## src/rtl/bus_mux_reg_if.sv

```systemverilog
// Bus multiplexer port bundle: source enables/data in, bus copies and
// contention status out.
interface bus_mux_reg_if #(
  parameter int WIDTH   = 32,
  parameter int NUM_SRC = 24,
  parameter int CNT_W   = 8
);
  localparam int IW = (NUM_SRC > 1) ? $clog2(NUM_SRC) : 1;

  logic [NUM_SRC-1:0]       src_out;
  logic [NUM_SRC*WIDTH-1:0] src_data;
  logic                     err_clr;
  logic [WIDTH-1:0]         bus_out;
  logic [WIDTH-1:0]         bus_q;
  logic                     bus_valid;
  logic [IW-1:0]            drv_idx;
  logic                     contention;
  logic                     err_sticky;
  logic [CNT_W-1:0]         err_count;

  modport master (
    output src_out, src_data, err_clr,
    input  bus_out, bus_q, bus_valid, drv_idx,
    input  contention, err_sticky, err_count
  );

  modport slave (
    input  src_out, src_data, err_clr,
    output bus_out, bus_q, bus_valid, drv_idx,
    output contention, err_sticky, err_count
  );
endinterface

```

## src/rtl/bus_mux_reg.sv

```systemverilog
// Priority bus multiplexer with keeper, registered bus copy and
// contention tracking (sticky flag plus saturating counter).
module bus_mux_reg #(
  parameter int WIDTH         = 32,
  parameter int NUM_SRC       = 24,
  parameter int PRIORITY_MODE = 1,
  parameter int CNT_W         = 8
) (
  input  logic         clock,
  input  logic         clear,
  bus_mux_reg_if.slave bus
);
  localparam int IW = (NUM_SRC > 1) ? $clog2(NUM_SRC) : 1;

  logic [IW-1:0]    win;
  logic [WIDTH-1:0] sel;
  logic [WIDTH-1:0] keeper;
  logic [WIDTH-1:0] bus_nx;
  logic             any;
  logic             cont;
  logic             drop;

  // Descending scan so the lowest asserted index is written last.
  always_comb begin
    win = '0;
    sel = '0;
    for (int i = NUM_SRC - 1; i >= 0; i--) begin
      if (bus.src_out[i]) begin
        win = IW'(i);
        sel = bus.src_data[i*WIDTH +: WIDTH];
      end
    end
  end

  assign any  = |bus.src_out;
  assign cont = (bus.src_out & (bus.src_out - 1'b1)) != '0;
  assign drop = cont && (PRIORITY_MODE == 0);

  always_comb begin
    bus_nx = keeper;
    if (any) bus_nx = drop ? '0 : sel;
  end

  assign bus.bus_out    = bus_nx;
  assign bus.contention = cont;

  always_ff @(posedge clock or negedge clear) begin
    if (!clear) begin
      keeper        <= '0;
      bus.bus_q     <= '0;
      bus.bus_valid <= 1'b0;
      bus.drv_idx   <= '0;
    end else begin
      if (any && !drop) keeper <= bus_nx;
      bus.bus_q     <= bus_nx;
      bus.bus_valid <= any;
      if (any) bus.drv_idx <= win;
    end
  end

  // Clear wins over a same-cycle contention, which is then not counted.
  always_ff @(posedge clock or negedge clear) begin
    if (!clear) begin
      bus.err_sticky <= 1'b0;
      bus.err_count  <= '0;
    end else if (bus.err_clr) begin
      bus.err_sticky <= 1'b0;
      bus.err_count  <= '0;
    end else if (cont) begin
      bus.err_sticky <= 1'b1;
      if (bus.err_count != '1)
        bus.err_count <= bus.err_count + 1'b1;
    end
  end
endmodule
```

## src/flat_wrapper.sv

```systemverilog
// flat-port wrapper written by rule: the top's interface ports become plain ports
module bus_mux_reg_flat 
#(
  parameter int WIDTH         = 32,
  parameter int NUM_SRC       = 24,
  parameter int PRIORITY_MODE = 1,
  parameter int CNT_W         = 8
)
  (clock, clear, bus_src_out, bus_src_data, bus_err_clr, bus_bus_out, bus_bus_q, bus_bus_valid, bus_drv_idx, bus_contention, bus_err_sticky, bus_err_count);
  bus_mux_reg_if #(.WIDTH(WIDTH), .NUM_SRC(NUM_SRC), .CNT_W(CNT_W)) bus_i ();
  input  logic clock;
  input  logic clear;
  input wire logic [$bits(bus_i.src_out)-1:0] bus_src_out;
  input wire logic [$bits(bus_i.src_data)-1:0] bus_src_data;
  input wire logic [$bits(bus_i.err_clr)-1:0] bus_err_clr;
  output wire logic [$bits(bus_i.bus_out)-1:0] bus_bus_out;
  output wire logic [$bits(bus_i.bus_q)-1:0] bus_bus_q;
  output wire logic [$bits(bus_i.bus_valid)-1:0] bus_bus_valid;
  output wire logic [$bits(bus_i.drv_idx)-1:0] bus_drv_idx;
  output wire logic [$bits(bus_i.contention)-1:0] bus_contention;
  output wire logic [$bits(bus_i.err_sticky)-1:0] bus_err_sticky;
  output wire logic [$bits(bus_i.err_count)-1:0] bus_err_count;
  assign bus_i.src_out = bus_src_out;
  assign bus_i.src_data = bus_src_data;
  assign bus_i.err_clr = bus_err_clr;
  assign bus_bus_out = bus_i.bus_out;
  assign bus_bus_q = bus_i.bus_q;
  assign bus_bus_valid = bus_i.bus_valid;
  assign bus_drv_idx = bus_i.drv_idx;
  assign bus_contention = bus_i.contention;
  assign bus_err_sticky = bus_i.err_sticky;
  assign bus_err_count = bus_i.err_count;
  bus_mux_reg #(.WIDTH(WIDTH), .NUM_SRC(NUM_SRC), .PRIORITY_MODE(PRIORITY_MODE), .CNT_W(CNT_W)) u_core (.clock(clock), .clear(clear), .bus(bus_i));
endmodule
```

## config.mk

```make
export PLATFORM = sky130hd
export DESIGN_NAME = bus_mux_reg_flat
export DESIGN_NICKNAME = d
export VERILOG_FILES = /design/src/rtl/bus_mux_reg_if.sv /design/src/rtl/bus_mux_reg.sv /design/src/flat_wrapper.sv
export SDC_FILE = /design/constraint.sdc
export NUM_CORES = 1
export LEC_CHECK = 0
export BUFFER_PORTS_ARGS = -buffer_cell sky130_fd_sc_hd__buf_2
export CORE_AREA = 4 4 340 342
export CTS_BUF_LIST = sky130_fd_sc_hd__clkbuf_4
export CTS_CLUSTER_SIZE = 12
export DETAILED_ROUTE_END_ITERATION = 10
export DIE_AREA = 0 0 344 346
export GPL_TIMING_DRIVEN = 1
export HOLD_SLACK_MARGIN = 0.08
export PLACE_DENSITY = 0.3
export SYNTH_ARGS = -nofsm -noshare
export SYNTH_HDL_FRONTEND = slang
export SYNTH_SLANG_ARGS = --single-unit
```

## constraint.sdc

```tcl
create_clock -name clock -period 2.9 [get_ports clock]
set_input_delay 0.58 -clock clock [delete_from_list [all_inputs] [get_ports clock]]
set_output_delay 0.58 -clock clock [all_outputs]
set_load 0.1 [all_outputs]
```

==> impl_metrics.yaml, run 1 <==
logic_synthesis:
  synth_edf_count: 0
  ys_seq_area_share_pct: 20.9
  synth-seq-cells: 79
  syn_area_um2: 9470
  synth_warnings: 0
  syn_inst: 1248
  synth_flop_cell: "dfrtp_1"
  syn_nets: 2044
  synth_cell_types: 58
  synth.avg_cell_area_um2: 7.58
  ys_async_sr_fraction_pct: 100
place:
  dpl.hpwl_um: 105000
  io_buffers: 874
  gp_congestion: 0.913
  place_inst: 3880
floorplan:
  start_util_pct: 8.43
  dieHeight_um: 346
  placeableCoreArea_um2: 112000
  rows: 123
  io-pin-count: 875
  die_w_um: 344
  dieArea_um2: 119000
layout:
  fin_util_pct: 20.8
  drive_above_1_share_pct: 65.7
  layout_commonest_cell: "buf_2"
  most-common-layout-cells: "821 x buf_2, 385 x buf_4, 128 x a221oi_1"
  finalNonFillerCells: 3998
  area_growth_syn_to_layout_pct: 147
  fill_cells: 12762
  nets: 3272
clocking:
  cts_tree: "built"
  root_buffer: "clkbuf_4"
  clockBufferDepth: 2
  clk_pin_slew_ns: 0.19
  numClockSinks: 79
  cts_buffers: 9
  cts_max_level: 3
  clkLatencyLatePin_ns: 0.67
status:
  status: "finished with violations"
  violations: "negative setup slack"
setup_path:
  crit_family: "buffers and inverters"
  worst-setup-path-type: "in2out"
  startpoint_type: "input pin"
  end_kind: "output port"
  worstPathArrival_ns: 2.92
  cp_max_fo: 11
  cp.required_ns: 2.32
  cp_cell_sequence: "buf_6 -> or2_4 -> or3_4 -> buf_16 -> buf_8 -> a2111oi_4 -> a21oi_2 -> buf_4 -> o311ai_4 -> buf_12"
  slowest_delay_ns: 0.37
  crit_buf_inv: 5
  cp_slowest_cell: "or3_4"
detailed_routing:
  dr.pass1.iters: 5
  route.detailed.drc: 0
  wl_per_cell_um: 31.9
  routed_wl_um: 128000
  via_per_inst: 4.44
  vias: 17749
  drt-initial-drc-count: 1155
  antenna_left: 0
global_route:
  grt_max_degree: 30
  antenna_found_initial: 38
  grt_pass1_wl_um: 162000
  first_global_vias: 18159
  grt_usage_pct: 20.0
  grt_overflow_total: 0
timing:
  rsz0062_at_grt: "yes"
  setup_viol: 33
  period_share_pct: 121
  period_needed_ns: 3.50
  setup_ws_ns: -0.604
  clock_skew_ns: 0.0369
  drv_slew: 0
  setup_tns_ns: -14.73
  hold_violations: 0
  tightestPinTransition_ns: 0.720
  max_freq_mhz: 285
  slew_headroom_pct: 52.0
pwr:
  leakage_uw: 0.00965
  cellPowerDensity_nw_per_um2: 280
  ir_drop_v: 0.000205
flow_run:
  cap_viol_max_count: 0
hold_path:
  hold_path.class: "in2reg"
==> synthesized netlist by cell type, drive strengths merged, types with 33 or more instances <==
library cell	n	area share [%]
nand2	107	4.3
o311ai	64	5.9
nor2b	43	2.8
nor2	120	4.8
clkbuf	153	6.1
o21ai	42	2.2
o221ai	96	8.9
nand3	35	1.9
dfrtp	79	21
a221oi	161	15
or3	36	2.4
o2111ai	33	3.1
a21oi	71	3.8
==> flip-flops by register name, summed over array words and instances, names as in the netlist <==
name,flops
u_core.bus.bus_valid,1
u_core.bus.err_sticky,1
u_core.keeper,32
u_core.bus.bus_q,32
u_core.bus.err_count,8
u_core.bus.drv_idx,5
==> kinds of logic after synthesis <==
group                      after synthesis  synth area share [%]
muxes                                    5                 0.701
DFF                                     79                  20.9
buffers and inverters                  170                  6.91
adders and majority gates                3                 0.357
AOI/OAI and AO/OA                      618                  52.6
and+or+nand+nor                        373                  18.6
==> routing by layer <==
layer	track usage [%]	wire length, µm	vias up
met1	25.9	55000	8874
li1	-	-	7801
met2	33.3	59800	908
met3	3.77	8890	150
met5	0	100	-
met4	6.20	3750	16
==> metrics by stage <==
| step | hold slack [ns] | instance area, µm² | setup slack (ns) | power, µW |
|---|---|---|---|---|
| global placement | 0.466 | 20200 | -1.12 | 5110 |
| detailed placement | 0.474 | 20200 | -1.03 | 5090 |
| finish | 0.262 | 23300 | -0.604 | 6550 |
| floorplan | 0.284 | 10200 | -0.689 | 2900 |
| CTS | 0.131 | 22000 | -0.581 | 6450 |
| global route | 0.205 | 23300 | -0.629 | 6800 |
==> final timing paths <==
kind | end | depth (start not counted) | startpoint | slack [ns]
max in group asynchronous | u_core.keeper[8] | 3 | clear | 1.76
max | bus_bus_out[13] | 10 | bus_src_out[10] | -0.60
min in group asynchronous | u_core.bus.bus_q[3] | 2 | clear | 0.41
min reg2reg | u_core.bus.drv_idx[1] | 2 | u_core.bus.drv_idx[1] | 0.51
min | u_core.bus.err_count[7] | 2 | bus_err_clr | 0.26
max reg2reg | u_core.bus.err_count[0] | 5 | u_core.bus.err_count[3] | 1.26
==> area by class of cell <==
class                      instances  area, µm²  area share (%)
inverter                           9       41.3           0.177
clock inverter                     6       92.6           0.397
tap                             1500       1880            8.04
multi-input combinational        999       9130            39.1
antenna                           17       42.5           0.182
sequential                        79       1980            8.47
clock buffer                      10       75.1           0.322
timing repair buffer            1378      10100            43.3
==> report_power, final <==
part	total, µW	switching, µW	internal [µW]
sequential	1230	31.1	1200
clock	1020	655	362
combinational	4300	2610	1690
total	6550	3300	3250
==> worst register-to-register path: cells and delay by family (launching register included) <==
kind,cells,cell delay (ns)
mux,1,0.29
flops,1,0.49
compound gates,1,0.24
simple gates,3,0.54
==> what timing repair did <==
| action | in CTS | in global routing |
|---|---|---|
| pin swaps | 54 | 69 |
| buffers inserted | 45 | 38 |
| endpoints found under the hold margin | 22 | 0 |
| resized for setup | 242 | 148 |
| endpoints found under the setup margin | 33 | 33 |
| gates cloned | 4 | 4 |
| hold buffers | 1 | 0 |
Power figures use the tool's default switching activity.
==> inputs of run 2 (changes only) <==
Settings changed: CORE_AREA 4 4 340 342 to 4 4 339 341, DIE_AREA 0 0 344 346 to 0 0 343 345, HOLD_SLACK_MARGIN 0.08 to 0.02, SLEW_MARGIN set to 40.
Clock period 2.9 ns to 4.2 ns, I/O delays scaled along.
==> run 2 against run 1 <==
Net effect: the flow now finishes without violations; sequential power is 31% lower; clock skew fell by 0.017 ns; worst setup slack better by 0.69 ns; die area shrank 0.58%.
==> impl_metrics.yaml, run 2 (synthesis gave the netlist of run 1 again) <==
floorplan:
  start_util_pct: 8.46
  io-pin-count: 875
  rows: 123
  placeableCoreArea_um2: 112000
  dieHeight_um: 345
  die_w_um: 343
  dieArea_um2: 118000
timing:
  setup_viol: 0
  period_needed_ns: 4.12
  drv_slew: 0
  period_share_pct: 98.0
  setup_tns_ns: 0
  setup_ws_ns: 0.0821
  max_freq_mhz: 243
  slew_headroom_pct: 43.0
  tightestPinTransition_ns: 0.855
  clock_skew_ns: 0.0200
  hold_violations: 0
  rsz0062_at_grt: "no"
layout:
  top_regs: "u_core.bus.bus_q (32), u_core.keeper (32), u_core.bus.err_count (8)"
  most-common-layout-cells: "834 x buf_2, 159 x a221oi_1, 132 x buf_4"
  area_growth_syn_to_layout_pct: 93.5
  layout_commonest_cell: "buf_2"
  drive_above_1_share_pct: 52.9
  nets: 2940
  fill_cells: 12994
  fin_util_pct: 16.4
pwr:
  p_sw_uw: 2040
  p_int_uw: 1970
  cellPowerDensity_nw_per_um2: 219
  ir_drop_v: 0.000128
  p_clk_share_pct: 17.7
  switching_share_pct: 50.9
  pwr-share-seq_pct: 21.1
  leakage_uw: 0.00747
  pwr-share-comb_pct: 61.2
detailed_routing:
  antenna_left: 0
  via_per_inst: 4.44
  wl_per_cell_um: 33.3
  vias: 16277
  routed_wl_um: 122000
  dr.pass1.iters: 5
  route.detailed.drc: 0
  drt-initial-drc-count: 1189
setup_path:
  slowest_delay_ns: 0.50
  r2r.worst_path.cells: 5
  cp.depth: 11
  worst_path_most_repeated_cell: "buf_4"
  cp.required_ns: 3.36
  worst-setup-path-type: "in2out"
  crit_buf_inv: 6
  cp_max_fo: 18
  worstPathArrival_ns: 3.28
  cp_cell_sequence: "buf_2 -> buf_4 -> a221oi_1 -> buf_4 -> o31a_1 -> buf_4 -> nand3_1 -> a21oi_2 -> buf_4 -> o311ai_4 -> buf_12"
  startpoint_type: "input pin"
  crit_family: "buffers and inverters"
  cp_slowest_cell: "a221oi_1"
  end_kind: "output port"
global_route:
  grt_pass1_wl_um: 156000
  grt_usage_pct: 19.5
  antenna_found_initial: 38
  first_global_vias: 16982
  grt_overflow_total: 0
  grt_max_degree: 48
clocking:
  clockBufferDepth: 2
  cts_buffers: 9
  numClockSinks: 79
  clk_pin_slew_ns: 0.18
  clkLatencyLatePin_ns: 0.64
  cts_tree: "built"
  root_buffer: "clkbuf_4"
  cts_max_level: 3
place:
  dpl.hpwl_um: 102000
  dp_slack_ns: -0.247
  io_buffers: 874
  gp_congestion: 0.893
hold_path:
  hold_path.class: "reg2reg"
  holdPathStages: 1
flow_run:
  cap_viol_max_count: 0
status:
  status: "completed"
==> run 2: cell types whose count changed in the layout (fill, tap and decap cells not counted), moves of 14 or more <==
cell and change:
buf_8 -15, nand2_1 +14, a21oi_1 +27, a221oi_2 -26, buf_4 -253, a21oi_2 -18
buf_12 -31, o221ai_1 +31, a2111oi_4 -31, buf_6 -37, a2111oi_0 +22, a221oi_1 +31
o221ai_2 -22
==> run 2: layout make-up <==
class	instances	area (µm²)	share of cell area, %
Clock buffer	9	67.6	0.369
Antenna cell	18	45.0	0.246
Multi-Input combinational cell	999	7450	40.7
Clock inverter	5	98.8	0.540
Tap cell	1500	1880	10.2
Inverter	9	35.0	0.191
Sequential cell	79	1980	10.8
Timing Repair Buffer	1046	6760	36.9
==> run 2: power by group through the flow <==
stage | sequential, µW | clock [µW] | combinational [µW]
5_1_grt | 854 | 788 | 2570
3_5_place_dp | 862 | 0 | 2450
4_1_cts | 848 | 765 | 2460
6_report | 848 | 708 | 2450
3_3_place_gp | 863 | 0 | 2460
2_1_floorplan | 1130 | 0 | 837
==> run 2: repair_timing <==
action	4_1_cts	5_1_grt
gates cloned	0	1
endpoints found under the hold margin	6	0
resized for setup	10	15
setup buffers	1	3
hold buffers	1	0
pin swaps	1	2
endpoints found under the setup margin	5	18
==> run 2: final timing paths <==
path,from,slack (ns),to
min in group asynchronous,clear,0.55,u_core.bus.bus_q[25]
worst min register to register,u_core.bus.drv_idx[0],0.50,u_core.bus.drv_idx[0]
worst max-delay path,bus_src_out[4],0.08,bus_bus_out[15]
worst max register to register,u_core.bus.err_count[3],2.58,u_core.bus.err_count[0]
max in group asynchronous,clear,2.73,u_core.bus.bus_q[7]
worst min-delay path,u_core.bus.drv_idx[0],0.50,u_core.bus.drv_idx[0]
==> run 2: metal layers <==
layer,track usage (%),part of all wire [%]
met4,5.17,2.6
met2,34.5,49
met3,3.92,6.2
met5,0,0.073
met1,23.9,42
==> run 2: through the flow <==
stage	cell area, µm²	power [µW]	instances	hold WS [ns]
3_3_place_gp	17900	3320	3626	0.463
6_report	18300	4010	3665	0.502
3_5_place_dp	17900	3310	3627	0.466
5_1_grt	18300	4210	3660	0.416
2_1_floorplan	9900	1960	1248	0.466
4_1_cts	18200	4080	3643	0.408
